**config.mk**
```make
export PLATFORM = sky130hd
export DESIGN_NAME = vga_timing_gen
export DESIGN_NICKNAME = d
export VERILOG_FILES = /design/src/rtl/vga_timing_gen.sv
export SDC_FILE = /design/constraint.sdc
export NUM_CORES = 1
export LEC_CHECK = 0
export CAP_MARGIN = 20
export CORE_MARGIN = 4
export CORE_UTILIZATION = 48
export DETAILED_ROUTE_END_ITERATION = 12
export GPL_TIMING_DRIVEN = 0
export HOLD_SLACK_MARGIN = 0.02
export PLACE_DENSITY = 0.79
export SLEW_MARGIN = 20
export SYNTH_ARGS = -nofsm -noshare
export SYNTH_HDL_FRONTEND = slang
export SYNTH_SLANG_ARGS = --single-unit
```
**constraint.sdc**
```tcl
create_clock -name clk -period 1.8 [get_ports clk]
set_input_delay 0.45 -clock clk [delete_from_list [all_inputs] [get_ports clk]]
set_output_delay 0.45 -clock clk [all_outputs]
set_load 0.1 [all_outputs]
```
**src/rtl/vga_timing_gen.sv**
```systemverilog
// VGA raster timing generator: programmable porches/sync widths and sync polarity.
// Define VGA_TIMING_CLKDIV_EN to compile in the CLK_DIV clocks-per-pixel divider.
module vga_timing_gen #(
  parameter int   H_DISPLAY = 640,
  parameter int   H_FRONT   = 16,
  parameter int   H_SYNC    = 96,
  parameter int   H_BACK    = 48,
  parameter int   V_DISPLAY = 480,
  parameter int   V_FRONT   = 10,
  parameter int   V_SYNC    = 2,
  parameter int   V_BACK    = 33,
  parameter logic HSYNC_POL = 1'b0,
  parameter logic VSYNC_POL = 1'b0,
  parameter int   CNT_W     = 10,
  parameter int   CLK_DIV   = 1
) (
  input  logic             clk,
  input  logic             rst_n,
  input  logic             enable,
  output logic             hsync,
  output logic             vsync,
  output logic             video_on,
  output logic [CNT_W-1:0] pixel_x,
  output logic [CNT_W-1:0] pixel_y,
  output logic             pix_tick,
  output logic             line_start,
  output logic             frame_start
);

  localparam int H_TOTAL = H_DISPLAY + H_FRONT + H_SYNC + H_BACK;
  localparam int V_TOTAL = V_DISPLAY + V_FRONT + V_SYNC + V_BACK;

  localparam logic [CNT_W-1:0] H_LAST    = CNT_W'(H_TOTAL - 1);
  localparam logic [CNT_W-1:0] V_LAST    = CNT_W'(V_TOTAL - 1);
  localparam logic [CNT_W-1:0] H_VIS     = CNT_W'(H_DISPLAY);
  localparam logic [CNT_W-1:0] V_VIS     = CNT_W'(V_DISPLAY);
  localparam logic [CNT_W-1:0] H_SYNC_LO = CNT_W'(H_DISPLAY + H_FRONT);
  localparam logic [CNT_W-1:0] H_SYNC_HI = CNT_W'(H_DISPLAY + H_FRONT + H_SYNC);
  localparam logic [CNT_W-1:0] V_SYNC_LO = CNT_W'(V_DISPLAY + V_FRONT);
  localparam logic [CNT_W-1:0] V_SYNC_HI = CNT_W'(V_DISPLAY + V_FRONT + V_SYNC);

  if (CLK_DIV < 1 || CNT_W < 1) begin : g_bad_cfg
    $error("vga_timing_gen: CLK_DIV and CNT_W must be at least 1");
  end

  logic             tick;
  logic [CNT_W-1:0] h_cnt;
  logic [CNT_W-1:0] v_cnt;

`ifdef VGA_TIMING_CLKDIV_EN
  localparam int DIV_W = (CLK_DIV > 1) ? $clog2(CLK_DIV) : 1;
  localparam logic [DIV_W-1:0] DIV_LAST = DIV_W'(CLK_DIV - 1);

  logic [DIV_W-1:0] div;

  always_ff @(posedge clk or negedge rst_n) begin
    if (!rst_n) begin
      div <= '0;
    end else if (enable) begin
      div <= (div == DIV_LAST) ? '0 : div + DIV_W'(1);
    end
  end

  assign tick = enable && (div == DIV_LAST);
`else
  assign tick = enable;
`endif

  always_ff @(posedge clk or negedge rst_n) begin
    if (!rst_n) begin
      h_cnt <= '0;
      v_cnt <= '0;
    end else if (tick) begin
      if (h_cnt == H_LAST) begin
        h_cnt <= '0;
        v_cnt <= (v_cnt == V_LAST) ? '0 : v_cnt + CNT_W'(1);
      end else begin
        h_cnt <= h_cnt + CNT_W'(1);
      end
    end
  end

  logic hs_act;
  logic vs_act;
  logic vis;

  assign hs_act = (h_cnt >= H_SYNC_LO) && (h_cnt < H_SYNC_HI);
  assign vs_act = (v_cnt >= V_SYNC_LO) && (v_cnt < V_SYNC_HI);
  assign vis    = (h_cnt < H_VIS) && (v_cnt < V_VIS);

  // Level outputs only refresh on a pixel advance, so they freeze with enable low.
  always_ff @(posedge clk or negedge rst_n) begin
    if (!rst_n) begin
      hsync       <= ~HSYNC_POL;
      vsync       <= ~VSYNC_POL;
      video_on    <= 1'b0;
      pixel_x     <= '0;
      pixel_y     <= '0;
      pix_tick    <= 1'b0;
      line_start  <= 1'b0;
      frame_start <= 1'b0;
    end else begin
      pix_tick    <= tick;
      line_start  <= tick && (h_cnt == '0);
      frame_start <= tick && (h_cnt == '0) && (v_cnt == '0);
      if (tick) begin
        hsync    <= hs_act ? HSYNC_POL : ~HSYNC_POL;
        vsync    <= vs_act ? VSYNC_POL : ~VSYNC_POL;
        video_on <= vis;
        pixel_x  <= h_cnt;
        pixel_y  <= v_cnt;
      end
    end
  end

endmodule

```
; Word-level counts from Yosys, hierarchy flattened
; Index checks and enable logic that the tools add are counted.
[totals]
memories = 0
latchBits = 0
regBits = 46
output_inout_bits = 26
mem_bits_ro = 0
ramBits = 0
elab_cells = 32
[op_classes]
div = 0
add_sub_neg = 2
bitwise_logic = 0
reduce_logical = 8
eq_ne = 2
n_mux = 4
shift = 0
n_lt_le_gt_ge = 6
mul = 0
[op_table]
columns = operator, n
row1 = "adder 10 x 1 -> 10 bit, second input constant", 2
row2 = "equality test 10 bit, second input constant", 2
row3 = logical NOT 10 bit, 2
row4 = "< comparator 10 bit, second input constant", 2
row5 = "< comparator 10 x 9 -> 1 bit, second input constant", 2
row6 = 2-to-1 mux 10 bit, 2
row7 = "greater-or-equal comparator 10 bit, second input constant", 1
row8 = "greater-or-equal comparator 10 x 9 -> 1 bit, second input constant", 1
row9 = logical AND 1 bit, 5
row10 = 2-to-1 mux 1 bit, 2
row11 = AND reduction 2 bit, 1

; Depth between registers and ports, before layout
[logic_depth]
word_depth = 3
ltp_mapped = 7
ltp_nobuf = 6

; Worst setup path before layout
; OpenSTA, ideal clock, no wires.
[synth_path]
path_type = input-to-reg
start = input enable
end = register v_cnt[9]
t_required_ps = 1723
setup_slack_ps = 129
setup_time_ps = 77
t_arrival_ps = 1594
path_stages = 6
path_cell_list = buf_2 and3_1 buf_2 nand3_1 or4_1 a21oi_1
[synth_between]
elab_chain_len = 1
[synth_rtl]
columns = element, line_no
row1 = "start, declared", 19  ; input logic enable,
row2 = AND reduction 2 bit (no source line), -
row3 = "end signal, assigned", 76  ; v_cnt <= (v_cnt == V_LAST) ? '0 : v_cnt + CNT_W'(1);
row4 = "end, declared", 48  ; logic [CNT_W-1:0] v_cnt;
; No other way between the ends.
; A chain may end at the register's enable or synchronous reset.

; Worst setup path after layout
[layout_path]
start = register h_cnt[7]
end = register v_cnt[9]
[layout_between]
elab_chain_len = 2
[layout_rtl]
columns = element, line_no
row1 = "start, declared", 47  ; logic [CNT_W-1:0] h_cnt;
row2 = "start signal, assigned", 78  ; h_cnt <= h_cnt + CNT_W'(1);
row3 = equality test 10 bit, 74  ; if (h_cnt == H_LAST) begin
row4 = AND reduction 2 bit (no source line), -
; No other way between the ends.

==> PnR_summary.wiki <==
{| class="wikitable"
! Metric !! Value
|-
| Highest fanout seen on the critical path || 8
|-
| Nets@finish || 223
|-
| Number of port buffers || 28
|-
| CP Launch Type || flip-flop
|-
| Number of enable-type register cells in the synthesized netlist || 0
|-
| # hold bufs at CTS || 0
|-
| Cells taking the most area after synthesis || dfrtp_1 53%, mux2_2 11%, ha_1 3.0%, dfstp_2 2.5%, xnor2_1 2.5%
|-
| Maximum number of pins on one net before global-route repair || 27
|-
| Setup Crit Path Kind || flip-flop to flip-flop
|-
| List of cells traversed by the critical path || buf_6 > nor4b_4 > nand2_2 > or4_1 > a21oi_1
|-
| Share of flip-flops with an asynchronous set or reset || 100%
|-
| Highest clock rate || 0.585 GHz
|-
| Synthesized net count || 184
|-
| Reported max-cap violation count || 0
|-
| Via count of the first global-routing pass || 1433
|-
| Count of unique library cells instantiated by Yosys || 38
|-
| Filler cell count || 328
|-
| Antenna diode instance count || 0
|-
| Final total power || 2740 uW
|-
| Worst Skew || 0.0103 ns
|-
| Min Clock Period, post-route || 1.71 ns
|-
| H-tree levels || 2
|-
| Total buffers and inverters traversed by the critical path || 1
|-
| Maximum buffer depth of the clock tree || 2
|-
| Share of the synthesized area in the top cell type || 52.6%
|-
| Ranking of synthesized cells by instance count || 44 x dfrtp_1, 20 x mux2_2, 11 x nand2_1, 8 x inv_1, 8 x nand4_1
|-
| Final setup violation count || 0
|-
| Power per Cell Area || 1050 nW/um^2
|-
| Flop and latch count out of synthesis || 46
|-
| Number of antenna violations at the first check in global routing || 0
|-
| Max-slew headroom at the worst pin || 60.0%
|-
| FP Rows || 23
|-
| Fraction of final layout cells with drive strength greater than 1 || 34.7%
|-
| Cell with the most instances after synthesis || dfrtp_1
|-
| Yosys warns || 0
|-
| Core footprint || 4120 sq um
|-
| Tightest Pin Transition || 0.600 ns
|-
| Area growth, synth to finish || 24.5%
|-
| Inserted Clock Buffers || 5
|-
| Leak || 0.00118 uW
|-
| Final hold violation count || 0
|-
| Clock insertion delay at the later pin of the skew report || 0.30 ns
|-
| Overall Global Routing Usage || 16.4%
|-
| Slowest-stage cell, CP || or4_1
|-
| Number of top-level pins || 29
|-
| Worst min-delay path category || input pin to async pin
|-
| DR vias/cell || 5.61
|-
| Critical Path Sink Type || flip-flop
|-
| Clock Sinks || 46
|-
| Seq/Total Area, Yosys || 55.1%
|-
| Peak VDD IR || 0.000506 V
|-
| Average size of a mapped cell || 11.9 sq um
|-
| Routed Wire Length || 4.02 mm
|-
| Post-synthesis cell area || 2090 sq um
|-
| Floorplan die height || 74.0 microns
|-
| Total count of max-transition violations in the final report || 0
|-
| Root buf cell || clkbuf_8
|-
| Arr. time, crit path || 1.94 ns
|-
| Required arrival time at the worst endpoint || 2.03 ns
|-
| Global-route wire length before repair || 6.78 mm
|-
| Post-route DRC || 0
|-
| Run status || completed
|-
| Number of detailed-route iterations in the first pass || 7
|-
| HPWL after detailed placement || 2.84 mm
|-
| Highest cell delay on the worst timing path || 0.51 ns
|-
| Initial Util || 50.8%
|-
| Total die area || 5480 sq um
|-
| DR iter-0 viols || 55
|-
| Count of mapped cells out of synthesis || 176
|-
| Family with the most delay on the worst path || simple AND/OR/NAND/NOR gates
|-
| Clock tree from TritonCTS || yes
|-
| Horizontal die dimension || 74.0 microns
|-
| Clock-pin slew reported for the worst setup and hold paths after clock tree synthesis || 0.09 ns
|-
| Largest area contributor in the netlist || dfrtp_1
|-
| Sum of overflow across all layers after global routing || 0
|-
| Dominant register cell in the synthesized netlist || dfrtp_1
|-
| Routability congestion estimate from global placement || 0.849
|-
| Final core area utilization || 63.3%
|-
| Antenna Violating Nets Remaining || 0
|-
| Total via count after detailed routing || 1491
|-
| Post-route clock period utilization || 95.0%
|-
| Avg WL per Cell || 15.1 microns
|}
## flip-flops by register name, indices dropped and copies added (netlist names)
| signal | count |
|---|---|
| hsync | 1 |
| video_on | 1 |
| pixel_y | 10 |
| v_cnt | 10 |
| vsync | 1 |
| line_start | 1 |
| frame_start | 1 |
| pixel_x | 10 |
| h_cnt | 10 |
| pix_tick | 1 |
## metal layers
metal	global-route usage (%)	vias up	part of all wire [%]
met5	0	-	0
met4	7.04	0	1.7
met3	4.86	6	5.8
met2	24.4	44	46
met1	22.2	735	47
li1	-	706	-
## cell usage in the layout (no fill, tap or decap), drive strengths merged, types with 3 or more instances in the layout
cell / count
a21oi: 4
dfrtp: 44
nor4: 3
mux2i: 3
nand2: 12
inv: 8
clkdlybuf4s15: 24
o21ai: 5
nand4: 8
nand3: 5
clkbuf: 9
buf: 13
xor2: 4
nor3: 3
mux2: 20
nor4b: 3
and3: 9
nor2: 7
ha: 5
xnor2: 6
## path summary, 6_finish.rpt
| kind | slack [ns] | cells after the start | start | endpoint |
|---|---|---|---|---|
| max reg2reg | 0.09 | 5 | h_cnt[7]$_DFFE_PN0P_ | v_cnt[9]$_DFFE_PN0P_ |
| max | 0.09 | 5 | h_cnt[7]$_DFFE_PN0P_ | v_cnt[9]$_DFFE_PN0P_ |
| min reg2reg | 0.49 | 2 | vsync$_DFFE_PN1P_ | vsync$_DFFE_PN1P_ |
| min in group clk | 0.41 | 1 | enable | pix_tick$_DFF_PN0_ |
| min | 0.09 | 1 | rst_n | pixel_x[3]$_DFFE_PN0P_ |
| max in group asynchronous | 1.13 | 2 | rst_n | vsync$_DFFE_PN1P_ |
## per-stage QoR
step	TNS, ns	setup slack (ns)	hold slack (ns)	cell area [sq um]	instances
floorplan	0	0.129	0.154	2090	176
global placement	-55.55	-0.921	0.481	2430	254
detailed placement	-15.26	-0.579	0.438	2450	255
CTS	0	0.0628	0.105	2600	266
global route	-0.00529	-0.00529	0.117	2600	266
finish	0	0.0894	0.0898	2600	266
## logic make-up (layout without fill, tap and decap cells)
logic type               count (synthesis)  count (layout)  synth area share [%]
AO/OA/AOI/OAI                           19              19                  5.98
buffers and inverters                   17              57                  3.89
flip-flops                              46              46                  55.1
AND/OR/NAND/NOR                         56              56                  15.6
multiplexers                            23              23                  12.2
XOR/XNOR                                10              10                  4.19
adder cells (fa/ha/maj)                  5               5                  2.99
## power breakdown
group / switching [uW] / internal (uW) / leakage [uW]
Combinational: 618 / 248 / 0.000555
Sequential: 115 / 1150 / 0.000575
Clock: 337 / 269 / 0.0000450
Total: 1070 / 1670 / 0.00118
## area by class of cell
| type | instances | area (sq um) | area share [%] |
|---|---|---|---|
| well taps | 50 | 62.6 | 2.40 |
| inverters | 8 | 30.0 | 1.15 |
| clock inverters | 2 | 10.0 | 0.384 |
| multi-input cells | 113 | 865 | 33.2 |
| repair buffers | 34 | 352 | 13.5 |
| clock buffers | 6 | 72.6 | 2.79 |
| plain buffers | 7 | 56.3 | 2.16 |
| flip-flops and latches | 46 | 1160 | 44.4 |
## repair_timing
item	4_1_cts	5_1_grt
endpoints found under the setup margin	48	2
hold endpoints to repair	0	0
setup buffers	4	1
resized for setup	90	1
pin swaps	1	0
## worst reg2reg max path, cell delays in order, from the launching register on
cell	delay (ns)
dfrtp_1	0.38
buf_6	0.14
nor4b_4	0.36
nand2_2	0.10
or4_1	0.51
a21oi_1	0.15
Note: power is estimated with default switching activity, not from simulation.
